`src/rtl/lsu_pkg.sv`:
```
// lsu_pkg: funct3 codes, FSM state encoding and lane helpers for the load/store unit.
// LSU_MISALIGNED_EN adds the READ2/WRITE2 states for accesses that span two words.
package lsu_pkg;

  localparam logic [2:0] F3_B  = 3'b000;
  localparam logic [2:0] F3_H  = 3'b001;
  localparam logic [2:0] F3_W  = 3'b010;
  localparam logic [2:0] F3_BU = 3'b100;
  localparam logic [2:0] F3_HU = 3'b101;

`ifdef LSU_MISALIGNED_EN
  typedef enum logic [2:0] {IDLE, READ, WRITE, RESP, READ2, WRITE2} lsu_state_t;
`else
  typedef enum logic [1:0] {IDLE, READ, WRITE, RESP} lsu_state_t;
`endif

  function automatic logic [31:0] word_shift_dn(logic [31:0] w, logic [1:0] off);
    return w >> {off, 3'b000};
  endfunction

  // Mask of the bytes touched by a store of size f3 starting at byte offset off.
  function automatic logic [31:0] lane_mask(logic [2:0] f3, logic [1:0] off);
    logic [31:0] m;
    case (f3[1:0])
      2'b00:   m = 32'h0000_00FF;
      2'b01:   m = 32'h0000_FFFF;
      default: m = 32'hFFFF_FFFF;
    endcase
    return m << {off, 3'b000};
  endfunction

  function automatic logic is_legal(logic we, logic [2:0] f3);
    if (we) return f3 inside {F3_B, F3_H, F3_W};
    return f3 inside {F3_B, F3_H, F3_W, F3_BU, F3_HU};
  endfunction

  function automatic logic is_aligned(logic [2:0] f3, logic [1:0] off);
    case (f3[1:0])
      2'b01:   return !off[0];
      2'b10:   return off == 2'b00;
      default: return 1'b1;
    endcase
  endfunction

endpackage

```
`src/rtl/lsu_if.sv`:
```
// lsu_if: core request/response handshake plus the word-wide data memory port.
// master = core and memory side, slave = load_store_unit.
interface lsu_if #(
  parameter int ADDR_W = 32,
  parameter int DATA_W = 32
);
  logic              req_valid;
  logic              req_ready;
  logic              req_we;
  logic [2:0]        req_funct3;
  logic [ADDR_W-1:0] req_addr;
  logic [DATA_W-1:0] req_wdata;
  logic              rsp_valid;
  logic [DATA_W-1:0] rsp_rdata;
  logic              rsp_fault;
  logic [ADDR_W-1:0] mem_address;
  logic [DATA_W-1:0] mem_data_out;
  logic [DATA_W-1:0] mem_data_in;
  logic              mem_we;

  modport master (
    output req_valid, req_we, req_funct3, req_addr, req_wdata, mem_data_in,
    input  req_ready, rsp_valid, rsp_rdata, rsp_fault, mem_address, mem_data_out, mem_we
  );

  modport slave (
    input  req_valid, req_we, req_funct3, req_addr, req_wdata, mem_data_in,
    output req_ready, rsp_valid, rsp_rdata, rsp_fault, mem_address, mem_data_out, mem_we
  );
endinterface

```
`src/rtl/lsu_align.sv`:
```
// lsu_align: byte-lane extract/extend for loads and lane merge for sub-word stores.
// Latency: purely combinational. Backpressure: none, no state.
module lsu_align
  import lsu_pkg::*;
(
  input  logic [31:0] ld_word,
  input  logic [1:0]  ld_off,
  input  logic [2:0]  ld_funct3,
  output logic [31:0] ld_data,
  input  logic [31:0] st_old,
  input  logic [31:0] st_wdata,
  input  logic [1:0]  st_off,
  input  logic [2:0]  st_funct3,
  output logic [31:0] st_word
);
  logic [31:0] ld_shift;
  logic [31:0] st_mask;
  logic [31:0] st_data;

  always_comb begin
    ld_shift = word_shift_dn(ld_word, ld_off);
    case (ld_funct3)
      F3_B:    ld_data = {{24{ld_shift[7]}}, ld_shift[7:0]};
      F3_H:    ld_data = {{16{ld_shift[15]}}, ld_shift[15:0]};
      F3_BU:   ld_data = {24'h0, ld_shift[7:0]};
      F3_HU:   ld_data = {16'h0, ld_shift[15:0]};
      default: ld_data = ld_shift;
    endcase
  end

  assign st_mask = lane_mask(st_funct3, st_off);
  assign st_data = st_wdata << {st_off, 3'b000};
  assign st_word = (st_old & ~st_mask) | (st_data & st_mask);
endmodule

```
`src/rtl/load_store_unit.sv`:
```
// load_store_unit: RISC-V LB..SW to word memory; sub-word stores via read-modify-write.
// Latency: fault +1, load/SW +2, SB/SH +3 (LSU_MISALIGNED_EN: misaligned load +3, store +5).
// Backpressure: req_ready only in IDLE, one transaction in flight at a time.
module load_store_unit
  import lsu_pkg::*;
#(
  parameter int ADDR_W = 32,
  parameter int DATA_W = 32
) (
  input  logic clk,
  input  logic reset,
  lsu_if.slave bus
);
  lsu_state_t        state, state_nxt;
  logic [ADDR_W-1:0] addr_q;
  logic [2:0]        f3_q;
  logic              we_q;
  logic              fault_q;
  logic [DATA_W-1:0] wdata_q;
  logic [DATA_W-1:0] old_q;
  logic [DATA_W-1:0] rdata_q;
  logic              accept;
  logic              req_misal;
  logic              req_bad;
  logic [ADDR_W-1:0] word_addr;
  logic [DATA_W-1:0] ld_word;
  logic [1:0]        ld_off;
  logic [DATA_W-1:0] ld_data;
  logic [DATA_W-1:0] st_word;

  assign accept    = bus.req_valid && (state == IDLE);
  assign req_misal = !is_aligned(bus.req_funct3, bus.req_addr[1:0]);
  assign word_addr = {addr_q[ADDR_W-1:2], 2'b00};

`ifdef LSU_MISALIGNED_EN
  logic              misal_q;
  logic [DATA_W-1:0] old2_q;
  logic [ADDR_W-1:0] next_addr;
  logic [63:0]       pair_shift;
  logic [63:0]       mask64;
  logic [63:0]       data64;
  logic [63:0]       merged64;

  assign req_bad   = !is_legal(bus.req_we, bus.req_funct3);
  assign next_addr = word_addr + ADDR_W'(4);
  // Spanning accesses treat {word A+4, word A} as one 64-bit little-endian window.
  assign pair_shift = {bus.mem_data_in, old_q} >> {addr_q[1:0], 3'b000};
  assign mask64     = {32'h0, lane_mask(f3_q, 2'b00)} << {addr_q[1:0], 3'b000};
  assign data64     = {32'h0, wdata_q} << {addr_q[1:0], 3'b000};
  assign merged64   = ({old2_q, old_q} & ~mask64) | (data64 & mask64);
  assign ld_word    = (state == READ2) ? pair_shift[31:0] : bus.mem_data_in;
  assign ld_off     = (state == READ2) ? 2'b00 : addr_q[1:0];
`else
  assign req_bad = !is_legal(bus.req_we, bus.req_funct3) || req_misal;
  assign ld_word = bus.mem_data_in;
  assign ld_off  = addr_q[1:0];
`endif

  lsu_align u_align (
    .ld_word   (ld_word),
    .ld_off    (ld_off),
    .ld_funct3 (f3_q),
    .ld_data   (ld_data),
    .st_old    (old_q),
    .st_wdata  (wdata_q),
    .st_off    (addr_q[1:0]),
    .st_funct3 (f3_q),
    .st_word   (st_word)
  );

  always_comb begin
    state_nxt = state;
    case (state)
      IDLE: begin
        if (bus.req_valid) begin
          if (req_bad)                                                 state_nxt = RESP;
          else if (bus.req_we && bus.req_funct3 == F3_W && !req_misal) state_nxt = WRITE;
          else                                                         state_nxt = READ;
        end
      end
`ifdef LSU_MISALIGNED_EN
      READ:   state_nxt = misal_q ? READ2 : (we_q ? WRITE : RESP);
      READ2:  state_nxt = we_q ? WRITE : RESP;
      WRITE:  state_nxt = misal_q ? WRITE2 : RESP;
      WRITE2: state_nxt = RESP;
`else
      READ:   state_nxt = we_q ? WRITE : RESP;
      WRITE:  state_nxt = RESP;
`endif
      RESP:    state_nxt = IDLE;
      default: state_nxt = IDLE;
    endcase
  end

  always_comb begin
    bus.req_ready    = (state == IDLE);
    bus.rsp_valid    = (state == RESP);
    bus.rsp_rdata    = (state == RESP) ? rdata_q : '0;
    bus.rsp_fault    = (state == RESP) && fault_q;
    bus.mem_address  = '0;
    bus.mem_data_out = '0;
    bus.mem_we       = 1'b0;
    case (state)
      READ: bus.mem_address = word_addr;
      WRITE: begin
        bus.mem_address  = word_addr;
`ifdef LSU_MISALIGNED_EN
        bus.mem_data_out = misal_q ? merged64[31:0] : st_word;
`else
        bus.mem_data_out = st_word;
`endif
        bus.mem_we       = !reset;
      end
`ifdef LSU_MISALIGNED_EN
      READ2: bus.mem_address = next_addr;
      WRITE2: begin
        bus.mem_address  = next_addr;
        bus.mem_data_out = merged64[63:32];
        bus.mem_we       = !reset;
      end
`endif
      default: ;
    endcase
  end

  always_ff @(posedge clk) begin
    if (reset) begin
      state   <= IDLE;
      addr_q  <= '0;
      f3_q    <= '0;
      we_q    <= 1'b0;
      fault_q <= 1'b0;
      wdata_q <= '0;
      old_q   <= '0;
      rdata_q <= '0;
`ifdef LSU_MISALIGNED_EN
      misal_q <= 1'b0;
      old2_q  <= '0;
`endif
    end else begin
      state <= state_nxt;
      if (accept) begin
        addr_q  <= bus.req_addr;
        f3_q    <= bus.req_funct3;
        we_q    <= bus.req_we;
        wdata_q <= bus.req_wdata;
        fault_q <= req_bad;
        rdata_q <= '0;
`ifdef LSU_MISALIGNED_EN
        misal_q <= req_misal;
`endif
      end
      // A store's READ keeps the old word for the merge; a load's READ keeps the result.
      if (state == READ) begin
        old_q <= bus.mem_data_in;
        if (!we_q) rdata_q <= ld_data;
      end
`ifdef LSU_MISALIGNED_EN
      if (state == READ2) begin
        old2_q <= bus.mem_data_in;
        if (!we_q) rdata_q <= ld_data;
      end
`endif
    end
  end
endmodule

```
`src/flat_wrapper.sv`:
```
// flat-port wrapper written by rule: the top's interface ports become plain ports
module load_store_unit_flat import lsu_pkg::*;
#(
  parameter int ADDR_W = 32,
  parameter int DATA_W = 32
)
  (clk, reset, bus_req_valid, bus_req_we, bus_req_funct3, bus_req_addr, bus_req_wdata, bus_mem_data_in, bus_req_ready, bus_rsp_valid, bus_rsp_rdata, bus_rsp_fault, bus_mem_address, bus_mem_data_out, bus_mem_we);
  lsu_if #(.ADDR_W(ADDR_W), .DATA_W(DATA_W)) bus_i ();
  input  logic clk;
  input  logic reset;
  input wire logic [$bits(bus_i.req_valid)-1:0] bus_req_valid;
  input wire logic [$bits(bus_i.req_we)-1:0] bus_req_we;
  input wire logic [$bits(bus_i.req_funct3)-1:0] bus_req_funct3;
  input wire logic [$bits(bus_i.req_addr)-1:0] bus_req_addr;
  input wire logic [$bits(bus_i.req_wdata)-1:0] bus_req_wdata;
  input wire logic [$bits(bus_i.mem_data_in)-1:0] bus_mem_data_in;
  output wire logic [$bits(bus_i.req_ready)-1:0] bus_req_ready;
  output wire logic [$bits(bus_i.rsp_valid)-1:0] bus_rsp_valid;
  output wire logic [$bits(bus_i.rsp_rdata)-1:0] bus_rsp_rdata;
  output wire logic [$bits(bus_i.rsp_fault)-1:0] bus_rsp_fault;
  output wire logic [$bits(bus_i.mem_address)-1:0] bus_mem_address;
  output wire logic [$bits(bus_i.mem_data_out)-1:0] bus_mem_data_out;
  output wire logic [$bits(bus_i.mem_we)-1:0] bus_mem_we;
  assign bus_i.req_valid = bus_req_valid;
  assign bus_i.req_we = bus_req_we;
  assign bus_i.req_funct3 = bus_req_funct3;
  assign bus_i.req_addr = bus_req_addr;
  assign bus_i.req_wdata = bus_req_wdata;
  assign bus_i.mem_data_in = bus_mem_data_in;
  assign bus_req_ready = bus_i.req_ready;
  assign bus_rsp_valid = bus_i.rsp_valid;
  assign bus_rsp_rdata = bus_i.rsp_rdata;
  assign bus_rsp_fault = bus_i.rsp_fault;
  assign bus_mem_address = bus_i.mem_address;
  assign bus_mem_data_out = bus_i.mem_data_out;
  assign bus_mem_we = bus_i.mem_we;
  load_store_unit #(.ADDR_W(ADDR_W), .DATA_W(DATA_W)) u_core (.clk(clk), .reset(reset), .bus(bus_i));
endmodule
```
`config.mk`:
```
export PLATFORM = sky130hd
export DESIGN_NAME = load_store_unit_flat
export DESIGN_NICKNAME = d
export VERILOG_FILES = /design/src/rtl/lsu_pkg.sv /design/src/rtl/lsu_if.sv /design/src/rtl/lsu_align.sv /design/src/rtl/load_store_unit.sv /design/src/flat_wrapper.sv
export SDC_FILE = /design/constraint.sdc
export NUM_CORES = 1
export LEC_CHECK = 0
export CELL_PAD_IN_SITES_DETAIL_PLACEMENT = 0
export CELL_PAD_IN_SITES_GLOBAL_PLACEMENT = 1
export CORE_MARGIN = 5
export CORE_UTILIZATION = 35
export CTS_BUF_LIST = sky130_fd_sc_hd__clkbuf_4 sky130_fd_sc_hd__clkbuf_8 sky130_fd_sc_hd__clkbuf_16
export DETAILED_ROUTE_END_ITERATION = 10
export MAX_ROUTING_LAYER = met4
export PLACE_DENSITY = 0.89
export SYNTH_ARGS = -nofsm -noshare
export SYNTH_HDL_FRONTEND = slang
export SYNTH_SLANG_ARGS = --single-unit
```
`constraint.sdc`:
```
create_clock -name clk -period 2 [get_ports clk]
set_input_delay 0.3 -clock clk [delete_from_list [all_inputs] [get_ports clk]]
set_output_delay 0.3 -clock clk [all_outputs]
set_load 0.05 [all_outputs]
```
==> results.md, run 1 <==
- Placed insts: about 1300
- Clk slew on worst S/H paths: around 0.06 ns
- CP arrival: about 1.9 ns
- Crit start category: flip-flop
- Mux contribution to synthesized area: around 15%
- Library cells used by synthesis: 52
- Slew headroom: 40.7%
- Die W: between 100 and 150 µm
- Detailed Routing Iterations Pass 1: 5
- Initial Utilization: between 30% and 40%
- Worst Path Max Fanout: 6
- Hold slack: 0.192 ns
- Worst-case reg-to-reg path depth: 6
- NumNets Final: approximately 1100
- RSZ-0062 raised after global routing: true
- Post-Synth Adder-Cell Area: ~1.5%
- Simple-Gate Fraction of Synth Area: between 20% and 30%
- Fin area: 11600 µm²
- Lkg Pwr: about 0.0045 µW
- Busiest grt layer: met2
- YS warnings: 0
- WL final: between 20000 and 25000 µm
- Layout cells sized above 1: approximately 31%
- Initial DRC count: ~520
- Final setup vio count: 32
- Period minus WS final: ~2.2 ns
- Cell Chain, Critical Path: buf_12 > mux4_2 > mux2i_1 > nor2b_2 > buf_12
- Drt via density: about 5.2
- WP data required: 1.70 ns
- Residual DRC: 0
- Yosys reg bits: between 100 and 150
- Final setup skew: between 0.009 and 0.01 ns
- Syn Inst Count: between 800 and 900
- Status: finished with violations
- Post-route ant nets: 0
- Crit share post-route: 111%
- GRT met3 Usage: 6.94%
- Mapped Avg Cell Area: 8.49 µm²
- Met2 Usage GRT: 34.0%
- Die Ht: between 100 and 150 µm
- First-pass GRT wire length: 36500 µm
- Vias: roughly 6800
- Synth Area in XOR/XNOR: 0.128%
- Async set-reset flop share out of synthesis: 0%
- Std cell rows: 51
- Failing checks: setup timing
- Synth Area in Compound Gates: between 15 and 20%
- Most used DFF post-synth: dfxtp_1
- Post-CTS Hold Fix Bufs: 0
- Mapped Area: about 6900 µm²
- Max Clock Freq: approximately 450 MHz
- Gr usage total: 21.4%
- Fin. Hold Viols: 0
- Vias in the first global route: between 6000 and 7000
- Most frequent CP cell: buf_12
- Worst R2R Setup Slack: approximately 0.07 ns
- Fin cells: ~1300
- Hold path depth: 2
- Gp weighted congestion: just under 0.9
- Worst R2R End: u_core.rdata_q[31]
- Clock Path Buffers: 2
- Largest family of logic cells by synthesized area: simple AND/OR/NAND/NOR gates
- Drt wl/cell: 19.0 µm
- Port buffer count: 200
- CTS buffer count: 17
- Area grow syn2layout: 69.0%
- CP Capture Type: output pin
- Worst slew pin tran: ~0.9 ns
- Pin count of the biggest net entering global routing: 83
- I/O Pins: approximately 200
- Hold EP: u_core.rdata_q[7]
- Crit Path Class: reg2out
- Cell Area, Placed: ~10000 µm²
- EDFF count, synth: 0
- Place WS: -0.170 ns
- Post-synthesis sequential area ratio: ~39%
- CP max stage cell: mux4_2
- Slowest Stage Delay on Critical Path: 0.53 ns
- HP Start: reset
- Grt ovf: 0
- Worst reg2reg path startpoint: u_core.state[0]
- Antenna violations before repair: 3
- Core Box Area: 19400 µm²
- Hold crit path type: in2reg
- Depth of the CTS H-tree: 4
- Clk sink count: between 100 and 150
- Clk_lat worst skew: ~0.42 ns
- Worst Setup Slack, final: -0.222 ns
- CTS tree: done
- Root Driver: clkbuf_16
- Fin util: 59.7%
- Hpwl dp: 17300 µm
- Max cap viols: 0
- Power Density: 1210 nW/µm²
- M1 GR Usage: 25.7%
- Maximum vdd ir drop: slightly above 800 µV
- Slew Viols, Final: 0
- Die area: approximately 22000 µm²
-- worst max-delay path: cells and delay by family (launching register included) --
family / cells / cell delay [ns]
mux: 2 / 0.73
flops: 1 / 0.41
buf+inv: 2 / 0.28
simple gates: 1 / 0.08
-- cells in the final DEF (no fill, tap or decap), drive strengths merged, types with 4 or more instances in the layout --
cell type / Yosys / routed
mux4: 9 / 9
o211a: 8 / 8
nor2: 56 / 56
and2: 64 / 64
mux2i: 70 / 70
o2bb2ai: 7 / 7
clkbuf: 36 / 20
nor3: 13 / 13
o311a: 8 / 8
inv: 6 / 13
nor2b: 13 / 13
a221o: 16 / 16
dfxtp: 135 / 135
a32oi: 8 / 8
clkdlybuf4s50: 0 / 101
a21oi: 86 / 86
nand2: 177 / 177
nand2b: 4 / 4
o22ai: 8 / 8
buf: 34 / 166
mux2: 9 / 9
ha: 8 / 8
a21boi: 8 / 8
-- how the worst max path moves through the flow --
stage / from / end / slack, ns / depth (start not counted)
4_1_cts: u_core.addr_q[0] / bus_mem_data_out[27] / -0.22 / 5
3_3_place_gp: bus_req_funct3[0] / u_core.state[1] / -0.15 / 7
2_1_floorplan: u_core.state[0] / bus_mem_data_out[3] / -0.32 / 4
5_1_grt: u_core.addr_q[0] / bus_mem_data_out[30] / -0.27 / 5
3_5_place_dp: bus_req_funct3[0] / u_core.state[1] / -0.17 / 7
6_report: u_core.addr_q[0] / bus_mem_data_out[27] / -0.22 / 5
-- cells in the mapped netlist (2+ instances only) --
cell	number	area [µm²]
a21boi_0	8	60.1
mux2i_1	70	701
clkbuf_1	34	128
a221o_1	16	160
a221oi_1	2	17.5
nand2_1	177	664
o311a_1	8	80.1
o2bb2ai_1	7	61.3
and2_1	64	400
nor3_1	12	60.1
o21bai_1	2	15.0
a2111oi_0	2	17.5
buf_2	13	65.1
dfxtp_1	135	2700
buf_4	9	67.6
a21oi_1	85	425
a32oi_1	7	61.3
buf_1	8	30.0
nor2b_1	13	81.3
buf_6	4	45.0
inv_1	6	22.5
mux4_2	9	203
nand2b_1	3	18.8
o211a_1	8	80.1
o21ai_0	2	10.0
o22ai_1	8	50.1
clkbuf_2	2	10.0
nor2_1	55	206
ha_1	8	100
mux2_2	8	90.1
-- cell families after synthesis --
group           count (synthesis)
compound gates                162
xor+xnor                        1
fa+ha+maj                       8
buf+inv                        76
flops                         135
mux                            88
other cells                     1
simple gates                  336
-- timing repair --
item / in CTS / in global routing
setup buffers: 6 / 5
setup endpoints to repair: 73 / 94
pin swaps: 8 / 3
gates resized for setup: 46 / 73
gates cloned: 4 / 2
-- per-stage QoR --
stage	total power [µW]	setup TNS, ns
floorplan	7260	-2.70
global route	14700	-6.21
detailed placement	9720	-2.11
global placement	9620	-1.34
finish	14000	-4.07
CTS	13500	-4.06
-- registers in the layout, summed over array words and instances, names as in the netlist --
register,cells
u_core.addr_q,32
u_core.f3_q,3
u_core.fault_q,1
u_core.old_q,32
u_core.rdata_q,32
u_core.state,2
u_core.wdata_q,32
u_core.we_q,1
-- area by class of cell --
type / count / area [µm²]
diodes: 3 / 7.51
fillers: 1618 / 7820
flip-flops and latches: 135 / 2710
clock buffers: 18 / 433
well taps: 265 / 332
inverters: 6 / 22.5
clock inverters: 14 / 185
repair buffers: 270 / 3700
multi-input cells: 598 / 4190
-- routing by layer --
layer | up-vias | part of all wire [%]
met4 | 0 | 2.5
li1 | 3230 | -
met2 | 291 | 48
met1 | 3189 | 41
met3 | 41 | 9.0
met5 | - | 0
-- where the power goes --
group | internal (µW) | switching, µW
Sequential | 3300 | 443
Combinational | 3230 | 3740
Clock | 2010 | 1300
Total | 8540 | 5480
Note: power is estimated with default switching activity, not from simulation.
==> inputs of run 2 (changes only) <==
- CORE_MARGIN: 5 -> 2
==> run 2 against run 1 <==
The flow still finishes with violations (setup timing). Power decreased by 1.2%. Wire length decreased by 2.8%. Sequential cell count unchanged. Clock power about the same. Sequential share of layout area increased by 0.13 points. Die area decreased by 7.8%. Largest power group unchanged. First-iteration DRC count decreased by 25%. Critical path type unchanged. Design area decreased by 0.51%. Worst hold slack improved by 0.082 ns.
==> results.md, run 2 (same netlist as run 1, synthesis figures left out) <==
- CTS tree: done
- Vias in the first global route: 6917 (+3.4%)
- Die area: 20700 µm² (-7.8%)
- Fin. Hold Viols: 0 (unchanged)
- Worst R2R Setup Slack: 0.12 ns (+0.05 ns)
- Root Driver: clkbuf_16
- Drt via density: 5.23 (+1.3%)
- Depth of the CTS H-tree: 4 (unchanged)
- Layout cells sized above 1: 28.5% (-2.3 points)
- Worst R2R End: u_core.rdata_q[20]
- Worst reg2reg path startpoint: u_core.state[1]
- Hold slack: 0.273 ns (+0.0816 ns)
- Most frequent cells in the layout: nand2_1, dfxtp_1, buf_12, clkdlybuf4s50_1, a21oi_1
- Vias: 6863 (+1.7%)
- Clock Path Buffers: 2 (unchanged)
- Hpwl dp: 17000 µm (-2.1%)
- Power Density: 1200 nW/µm² (-0.67%)
- WL final: 24100 µm (-2.8%)
- Clk sink count: 135 (unchanged)
- RSZ-0062 raised after global routing: true
- Clk_lat worst skew: 0.43 ns (about the same)
- Status: finished with violations
- Die Ht: 144 µm (-4.0%)
- Max cap viols: 0 (unchanged)
- Filler instances: 1637 (+1.2%)
- Worst Path Max Fanout: 6 (unchanged)
- Post-CTS Hold Fix Bufs: 0 (unchanged)
- Worst Setup Slack, final: -0.283 ns (-0.0614 ns)
- Final setup skew: 0.00930 ns (+0.000266 ns)
- CP arrival: 1.98 ns (+0.06 ns)
- Worst slew pin tran: 0.698 ns (-0.192 ns)
- Crit share post-route: 114% (+3.1 points)
- Fin util: 59.6% (-0.11 points)
- Setup tns final: -4.25 ns (-0.182 ns)
- Initial DRC count: 394 (-25%)
- Grt ovf: 0 (unchanged)
- Die W: 144 µm (-4.0%)
- Hold EP: u_core.old_q[0]
- Hold crit path type: in2reg
- Pin count of the biggest net entering global routing: 70 (-16%)
- Core Box Area: 19300 µm² (-0.33%)
- Worst-case reg-to-reg path depth: 6 (unchanged)
- Area of the multi-input gates: 4080 µm² (-2.5%)
- Port buffer count: 200 (unchanged)
- First-pass GRT wire length: 37000 µm (+1.4%)
- I/O Pins: 203 (unchanged)
- Slew Viols, Final: 0 (unchanged)
- Lkg Pwr: 0.00453 µW (+1.5%)
- Post-route ant nets: 0 (unchanged)
- FF+latch area: 2710 µm² (about the same)
- Residual DRC: 0 (unchanged)
- CP Launch Point: u_core.addr_q[0]
- Total power: 13900 µW (-1.2%)
- Period minus WS final: 2.28 ns (+0.0614 ns)
- Failing checks: setup timing
- Slew headroom: 53.3% (+13 points)
- WP data required: 1.70 ns (about the same)
- HP Start: reset
- CP Capture Type: output pin
- Crit start category: flip-flop
- Commonest non-fill, non-tap cell in the layout: nand2_1
- Gr usage total: 24.1% (+2.7 points)
- Crit Path Class: reg2out
- Hold path depth: 2 (unchanged)
- Area grow syn2layout: 68.2%
- Antenna violations before repair: 2 (-1)
- Gp weighted congestion: 0.892 (-0.21%)
- Detailed Routing Iterations Pass 1: 5 (unchanged)
- Std cell rows: 51 (unchanged)
- Clk slew on worst S/H paths: 0.06 ns (about the same)
- Drt wl/cell: 18.4 µm (-3.1%)
- Max Clock Freq: 438 MHz (-2.7%)
- Fin cells: 1313 (+0.31%)
- Initial Utilization: 35.4% (+0.12 points)
- NumNets Final: 1144 (+0.44%)
- CTS buffer count: 17 (unchanged)
- Placed insts: 1259 (+0.16%)
- Final setup vio count: 28 (-13%)
- Maximum vdd ir drop: 726 µV (-11%)
run 2: repair_timing:
| item | 4_1_cts | 5_1_grt |
|---|---|---|
| gates cloned | 6 | 0 |
| buffers inserted | 11 | 3 |
| hold endpoints to repair | 0 | 0 |
| pin swaps | 19 | 10 |
| endpoints found under the setup margin | 67 | 104 |
| resized for setup | 65 | 39 |
run 2: critical path, cell delays in order (launching register included):
cell and delay, ns:
dfxtp_4 0.37, buf_12 0.13, buf_16 0.13, buf_8 0.12
mux2i_1 0.12, o22ai_1 0.21, o311a_1 0.29, buf_12 0.16
run 2: layer usage:
| layer | up-vias | global-route usage, % | part of all wire [%] | wire length, µm |
|---|---|---|---|---|
| met5 | - | - | 0 | 0 |
| met3 | 62 | 8.30 | 9.4 | 2270 |
| li1 | 3242 | - | - | - |
| met4 | 0 | 9.65 | 3.4 | 818 |
| met2 | 316 | 38.9 | 47 | 11500 |
| met1 | 3243 | 27.5 | 40 | 9590 |
run 2: worst max path at each step:
stage	cells after the start	slack [ns]	endpoint
3_3_place_gp	7	-0.12	u_core.state[1]
2_1_floorplan	4	-0.32	bus_mem_data_out[3]
4_1_cts	5	-0.24	bus_mem_data_out[29]
5_1_grt	7	-0.32	bus_mem_data_out[20]
3_5_place_dp	7	-0.14	u_core.state[1]
6_report	7	-0.28	bus_mem_data_out[22]
run 2: area by class of cell:
cell class              count  share of cell area [%]
repair buffers            275                    32.5
clock inverters            14                    1.62
inverters                   6                   0.195
diodes                      2                  0.0434
multi-input cells         598                    35.4
well taps                 265                    2.88
clock buffers              18                    3.76
flip-flops and latches    135                    23.5
run 2: metrics by stage:
step	area, µm²	setup slack, ns
final	11500	-0.283
after global routing	11500	-0.318
after CTS	11400	-0.238
after detailed placement	10300	-0.145
after global placement	10300	-0.116
after floorplan	6880	-0.321
run 2: power by group:
part | total [µW] | switching [µW] | internal [µW]
Sequential | 3750 | 452 | 3300
Combinational | 6780 | 3660 | 3120
Clock | 3330 | 1320 | 2010
==> inputs of run 3 (changes only) <==
- ABC_CLOCK_PERIOD_IN_PS: not set -> 2000
==> results of run 3 <==
The final DEF is identical to that of run 2; final timing and power are the same.
